`config.mk`:
```
export PLATFORM = sky130hd
export DESIGN_NAME = lane_seq_mux
export DESIGN_NICKNAME = d
export VERILOG_FILES = /design/src/rtl/lane_seq_mux_pkg.sv /design/src/rtl/lane_seq_mux_prio_enc.sv /design/src/rtl/lane_seq_mux.sv
export SDC_FILE = /design/constraint.sdc
export NUM_CORES = 2
export LEC_CHECK = 0
export ABC_AREA = 1
export BUFFER_PORTS_ARGS = -buffer_cell sky130_fd_sc_hd__clkbuf_2
export CAP_MARGIN = 10
export CORE_MARGIN = 5
export CORE_UTILIZATION = 25
export DETAILED_ROUTE_END_ITERATION = 8
export REMOVE_ABC_BUFFERS = 1
export SYNTH_ARGS = -nofsm -noshare
export SYNTH_HDL_FRONTEND = slang
export SYNTH_SLANG_ARGS = --single-unit
```
`constraint.sdc`:
```
create_clock -name clk -period 35.3 [get_ports clk]
set_input_delay 3.53 -clock clk [delete_from_list [all_inputs] [get_ports clk]]
set_output_delay 3.53 -clock clk [all_outputs]
set_load 0.01 [all_outputs]
```
`src/rtl/lane_seq_mux_pkg.sv`:
```
`default_nettype none
// ============================================================================
// lane_seq_pkg : state encoding and index/slice helpers for limb sequencers
// Rev 1.0
// ============================================================================
package lane_seq_pkg;

   localparam logic [0:0] ST_IDLE = 1'b0;
   localparam logic [0:0] ST_RUN  = 1'b1;

   function automatic int idx_width(input int n);
      return (n > 1) ? $clog2(n) : 1;
   endfunction

   // Low bit of lane k in a flattened bus of w-bit lanes.
   function automatic int lane_lo(input int k, input int w);
      return k * w;
   endfunction

endpackage
`default_nettype wire

```
`src/rtl/lane_seq_mux_prio_enc.sv`:
```
`default_nettype none
// ============================================================================
// prio_enc_msb : mask -> index of highest set bit, any-set and single-bit flags
// Rev 1.0
// ============================================================================
module prio_enc_msb
   import lane_seq_pkg::*;
#(
   parameter int N  = 8,
   parameter int IW = idx_width(N)
) (
   input  logic [N-1:0]  i_mask,
   output logic [IW-1:0] o_idx,
   output logic          o_any,
   output logic          o_single
);

   localparam logic [N-1:0] c_ONE = {{(N-1){1'b0}}, 1'b1};

   always_comb begin
      o_idx = '0;
      for (int i = 0; i < N; i++) begin
         if (i_mask[i]) o_idx = IW'(i);
      end
      o_any    = |i_mask;
      // Clearing the lowest set bit leaves zero only when a single bit was set.
      o_single = o_any && ((i_mask & (i_mask - c_ONE)) == '0);
   end

endmodule
`default_nettype wire

```
`src/rtl/lane_seq_mux.sv`:
```
`default_nettype none
// ============================================================================
// lane_seq_mux : captures a wide operand and streams selected lanes, MSB first
// Rev 1.0
// ============================================================================
module lane_seq_mux
   import lane_seq_pkg::*;
#(
   parameter  int LANES  = 8,
   parameter  int LANE_W = 64,
   parameter  int SUB_W  = 8,
   localparam int IDX_W  = idx_width(LANES)
) (
   input  logic                    clk,
   input  logic                    rst,
   input  logic                    in_valid,
   output logic                    in_ready,
   input  logic [LANES*LANE_W-1:0] iA,
   input  logic [LANES*SUB_W-1:0]  iA_sub,
   input  logic [LANES-1:0]        sel,
   output logic                    out_valid,
   input  logic                    out_ready,
   output logic [LANE_W-1:0]       oA,
   output logic [SUB_W-1:0]        oA_sub,
   output logic [IDX_W-1:0]        out_idx,
   output logic                    out_last,
   output logic                    out_none
);

   localparam logic [LANES-1:0] c_ONE = {{(LANES-1){1'b0}}, 1'b1};

   logic [0:0]              r_state;
   logic [0:0]              w_state_nxt;
   logic [LANES*LANE_W-1:0] r_opr;
   logic [LANES*SUB_W-1:0]  r_sub;
   logic [LANES-1:0]        r_mask;
   logic [IDX_W-1:0]        w_idx;
   logic                    w_any;
   logic                    w_single;
   logic [LANES-1:0]        w_clr;

   prio_enc_msb #(.N(LANES), .IW(IDX_W)) u_enc (
      .i_mask   (r_mask),
      .o_idx    (w_idx),
      .o_any    (w_any),
      .o_single (w_single)
   );

   always_ff @(posedge clk or posedge rst) begin
      if (rst) r_state <= ST_IDLE;
      else     r_state <= w_state_nxt;
   end

   always_comb begin
      w_state_nxt = r_state;
      case (r_state)
         ST_IDLE: if (in_valid)              w_state_nxt = ST_RUN;
         ST_RUN:  if (out_ready && out_last) w_state_nxt = ST_IDLE;
         default:                            w_state_nxt = ST_IDLE;
      endcase
   end

   // An empty mask in RUN is the single empty-command beat for a sel==0 command.
   always_comb begin
      in_ready  = (r_state == ST_IDLE);
      out_valid = (r_state == ST_RUN);
      out_none  = out_valid & ~w_any;
      out_last  = out_valid & (w_single | ~w_any);
      out_idx   = w_idx;
      oA        = w_any ? r_opr[lane_lo(int'(w_idx), LANE_W) +: LANE_W] : '0;
      oA_sub    = w_any ? r_sub[lane_lo(int'(w_idx), SUB_W) +: SUB_W]   : '0;
   end

   assign w_clr = c_ONE << w_idx;

   always_ff @(posedge clk or posedge rst) begin
      if (rst) begin
         r_opr  <= '0;
         r_sub  <= '0;
         r_mask <= '0;
      end else if (r_state == ST_IDLE && in_valid) begin
         r_opr  <= iA;
         r_sub  <= iA_sub;
         r_mask <= sel;
      end else if (r_state == ST_RUN && out_ready) begin
         r_mask <= r_mask & ~w_clr;
      end
   end

endmodule
`default_nettype wire
```
# After elaboration in Yosys (flattened, before gate mapping)
# Index checks and enable logic that the tools add are counted.
# totals
inputBits,588
mem_bits_rw,0
memories,0
mem_bits_ro,0
latch_bits,0
elab_cells,37
register_bits,585
output_inout_bits,79
# classes
n_eq_ne,0
n_addsub,1
bitwise_logic,8
reduce_logical,7
order_cmp,0
shift,3
mux,14
mul,0
div_mod_pow,0
# ops
op,n
512-bit by 10-bit indexed part select with 64-bit output,1
64-bit two-way mux,1
64-bit by 7-bit indexed part select with 8-bit output,1
8-bit two-way mux,3
8-bit AND,2
3-bit two-way mux,4
8-bit logical NOT,1
8-bit inverter,1
8-bit OR reduction,1
"1-bit by 3-bit left shift with 8-bit output, first input constant",1
"8-bit by 1-bit subtractor with 8-bit output, second input constant",1
1-bit logical AND,4
2-bit two-way mux,2
1-bit two-way mux,3
1-bit AND,2
1-bit inverter,2
1-bit case mux with 2 select lines,1
2-bit nonzero test,1
1-bit bitwise OR,1

# Logic depth before layout (Yosys ltp)
# logic_depth
depth_word,12
mapped_depth,15
mapped_depth_nobuf,13

# Cells and area by module
# Synthesis repeated with hierarchy kept, for this count alone.
# hier_totals
hier_cells,2780
area_unflattened_um2,27468.8
# modules_own_cells
module,n_inst,cells_each,area_each_um2,seq_area_each_um2
lane_seq_mux,1,2747,27314.9,14639.0
prio_enc_msb,1,33,153.9,0.0

# Least setup slack after synthesis
# No wires, ideal clock.
# synth_path
kind,register -> output
from,reg r_mask[4]
to,out oA_sub[6]
path_buffers,2
required_time_ns,31.770
stages_incl_launch_ff,10
arrival_ns,1.559
path_slack_ns,30.211
cell_sequence,dfrtp_1 > nor2_2 > inv_2 > o21ai_2 > buf_4 > buf_2 > nand2_1 > nand2_1 > nand2_1 > nor2_1
# synth_via
elab_chain_len,6
elab_cells_between_ends,7
# synth_lines
item,line,source
"start, declared",lane_seq_mux.sv:36,logic [LANES-1:0] r_mask;
"start signal, assigned",lane_seq_mux.sv:84,r_mask <= sel;
"start signal, assigned",lane_seq_mux.sv:86,r_mask <= r_mask & ~w_clr;
3-bit two-way mux (4 in a row),lane_seq_mux_prio_enc.sv:23,if (i_mask[i]) o_idx = IW'(i);
named net out_idx[1],lane_seq_mux.sv:25,"output logic [IDX_W-1:0] out_idx,"
64-bit by 7-bit indexed part select with 8-bit output,lane_seq_mux.sv:71,"oA_sub = w_any ? r_sub[lane_lo(int'(w_idx), SUB_W) +: SUB_W] : '0;"
8-bit two-way mux,lane_seq_mux.sv:71,
"end, declared",lane_seq_mux.sv:24,"output logic [SUB_W-1:0] oA_sub,"
# The timed path passes the listed nets, and every way through them passes these cells.

# Final worst setup path
# layout_path
from,reg r_mask[5]
to,out oA_sub[7]
# layout_via
elab_chain_len,5
elab_cells_between_ends,6
# layout_lines
item,line
3-bit two-way mux (3 in a row),lane_seq_mux_prio_enc.sv:23
64-bit by 7-bit indexed part select with 8-bit output,lane_seq_mux.sv:71
8-bit two-way mux *,lane_seq_mux.sv:71
# Every way passes the cells marked *; elsewhere a longest branch is shown, timed or not.

==> results.yml <==
grt:
  grt_pass1_wl_um: 154000
  antenna_found_initial: 23
  grt_pass1_vias: 26100
  grt_util_all_layers_pct: 16.7
  grt.overflow.total: 0
  grt_max_degree: 222
synthesis:
  ys.flop_type: "dfrtp_1"
  syn_area_mm2: 0.0279
  avgSynthCellArea_um2: 7.42
  synthArstFlopShare_pct: 100
  seq_area_frac_synth_pct: 52.5
  syn-instance-count: 3753
  yosys.cell_types.count: 30
  yosys_register_bits: 585
  yosys_warnings: 0
  synth_edf_count: 0
clocking:
  cts-root-buf: "clkbuf_16"
  cts-hold-fix-buffers: 0
  cts_tree: "built"
  cts-htree-levels: 3
  cts.sink_count: 585
  clockBufferDepth: 3
  cts.repair.resized: 0
  clock_latency_ns: 0.63
  cts_made_buffers: 71
  post_cts_buffers: 0
  clkTransAtPathRegs_ns: 0.06
route:
  viasPerCell: 4.44
  firstDrtPassIters: 7
  wl_met1_um: 44000
  antenna_left: 0
  topRoutingLayerUsed: "met5"
  drt-wirelength-per-cell_um: 17.5
  drc: 0
  wl_met2_um: 46000
  drt-total-wl_um: 102000
  met3_length_um: 9630
  initialDrtViolationCount: 1732
  vias: 26000
worst_setup_path:
  cp_max_fo: 52
  r2r_start: "out_valid$_DFF_PP0_"
  ff2ff_path_depth: 8
  reg2reg_to: "r_opr[314]$_DFFE_PP0P_"
  worstSetupEndpointType: "output pin"
  cp.required_ns: 31.77
  r2r_slack_ns: 30.10
  path_class: "flip-flop to output pin"
  arrival_ns: 4.52
  crit_path_start: "r_mask[5]$_DFFE_PP0P_"
  crit_path_start_kind: "flip-flop"
placed_design:
  placed_area_mm2: 0.0324
  place.gp.congestion: 0.830
  numPortBuffers: 666
  dp_cells: 5715
  place_ws_ns: 27.18
  dpl.hpwl_um: 67600
floorplan:
  die_h_um: 344
  ios: 667
  fp.dieArea_mm2: 0.118
  die_x_um: 344
  start_util_pct: 25.2
  core_region_area_mm2: 0.111
  rows: 122
timing:
  tns_ns: 0
  fmax_ghz: 0.124
  hold_viol_final: 0
  setup_viol: 0
  worst_slew_pin_slew_ns: 1.08
  whs_ns: 0.467
  rsz0062_at_grt: "false"
  relSlewSlack_pct: 28.3
  post-route-period-util_pct: 22.8
  worst_slack_ns: 27.25
  drv_slew: 0
  fin_skew_ns: 0.0220
  min_period_ns: 8.05
cells_and_area:
  area.growth.synth_to_final_pct: 24.8
  nets: 4888
  final_common_cell: "nand2_1"
  finalNonFillerCells: 5852
  fin_area_mm2: 0.0348
  final_cell_mix: "nand2_1 (1640), clkbuf_2 (666), dfrtp_1 (585), inv_1 (337), o21ai_0 (326)"
  final_core_util_pct: 31.4
  nFillCells: 12000
  drive_above_1_share_pct: 19.5
hold_path:
  worstHoldStart: "r_opr[83]$_DFFE_PP0P_"
  hold_depth: 2
  hp-class: "flip-flop to flip-flop"
  min_to: "r_opr[83]$_DFFE_PP0P_"
run:
  maxCapViolations: 0
power:
  powerDensity_mw_per_mm2: 111
  ir_drop_mv: 0.0581
  power.leakage_nw: 18.8
  power_mw: 3.86
run_status:
  status: "finished clean"
[critical path, stage by stage, from the launching register on]
cell	delay, ns
dfrtp_1	0.47
nor2_2	0.22
inv_2	0.11
o21ai_4	0.12
buf_4	0.43
buf_4	0.55
nand2_4	0.51
buf_4	0.54
or2_1	0.31
o211ai_1	0.17
nand2_1	0.18
clkbuf_2	0.17
[cell families after synthesis]
kind of cell,share of synthesized area [%]
DFF,52.5
and+or+nand+nor,30.1
AOI/OAI and AO/OA,8.95
buffers and inverters,8.45
[metal layers]
metal,up-vias,GRT usage (%)
li1,12600,-
met1,12200,22.4
met2,968,26.7
met3,161,4.52
met4,20,4.84
met5,-,0
[worst max path at each step]
stage	endpoint	slack, ns	depth (start not counted)
detailed placement	r_opr[314]$_DFFE_PP0P_	27.18	8
global route	oA_sub[7]	27.07	11
floorplan	r_opr[0]$_DFFE_PP0P_	8.53	4
finish	oA_sub[7]	27.25	11
CTS	oA_sub[7]	27.20	11
global placement	r_opr[318]$_DFFE_PP0P_	27.28	8
[where the power goes]
group	internal (mW)	total (mW)	switching [mW]	leakage, nW
Clock	0.429	0.734	0.305	1.16
Combinational	0.615	2.01	1.40	10.4
Sequential	0.986	1.11	0.128	7.25
[synth_stat cells, drive strengths merged, types with 4 or more instances]
| cell type | instances | area, µm² |
|---|---|---|
| dfrtp | 585 | 14600 |
| o21ai | 375 | 1880 |
| nand3 | 98 | 490 |
| nor2 | 272 | 1050 |
| o211ai | 33 | 248 |
| or2 | 4 | 25.0 |
| a21oi | 68 | 344 |
| nand2 | 1650 | 6210 |
| clkbuf | 102 | 383 |
| buf | 129 | 662 |
| nand3b | 52 | 390 |
| nand4 | 31 | 194 |
| inv | 349 | 1310 |
[area by class of cell]
type                       count  area [µm²]  share of cell area, %
timing repair buffer         705        3650                   10.5
inverter                     349        1330                   3.82
antenna                        7        17.5                 0.0504
clock inverter                26         251                  0.723
sequential                   585       14600                   42.1
multi-input combinational   2588       10900                   31.4
tap                         1488        1860                   5.35
clock buffer                 104        2090                   6.02
[state kept, by name, summed over array words and instances, names as in the netlist]
signal     cells
r_opr        512
out_valid      1
r_sub         64
r_mask         8
No activity file was read; power rests on OpenSTA's default activity.
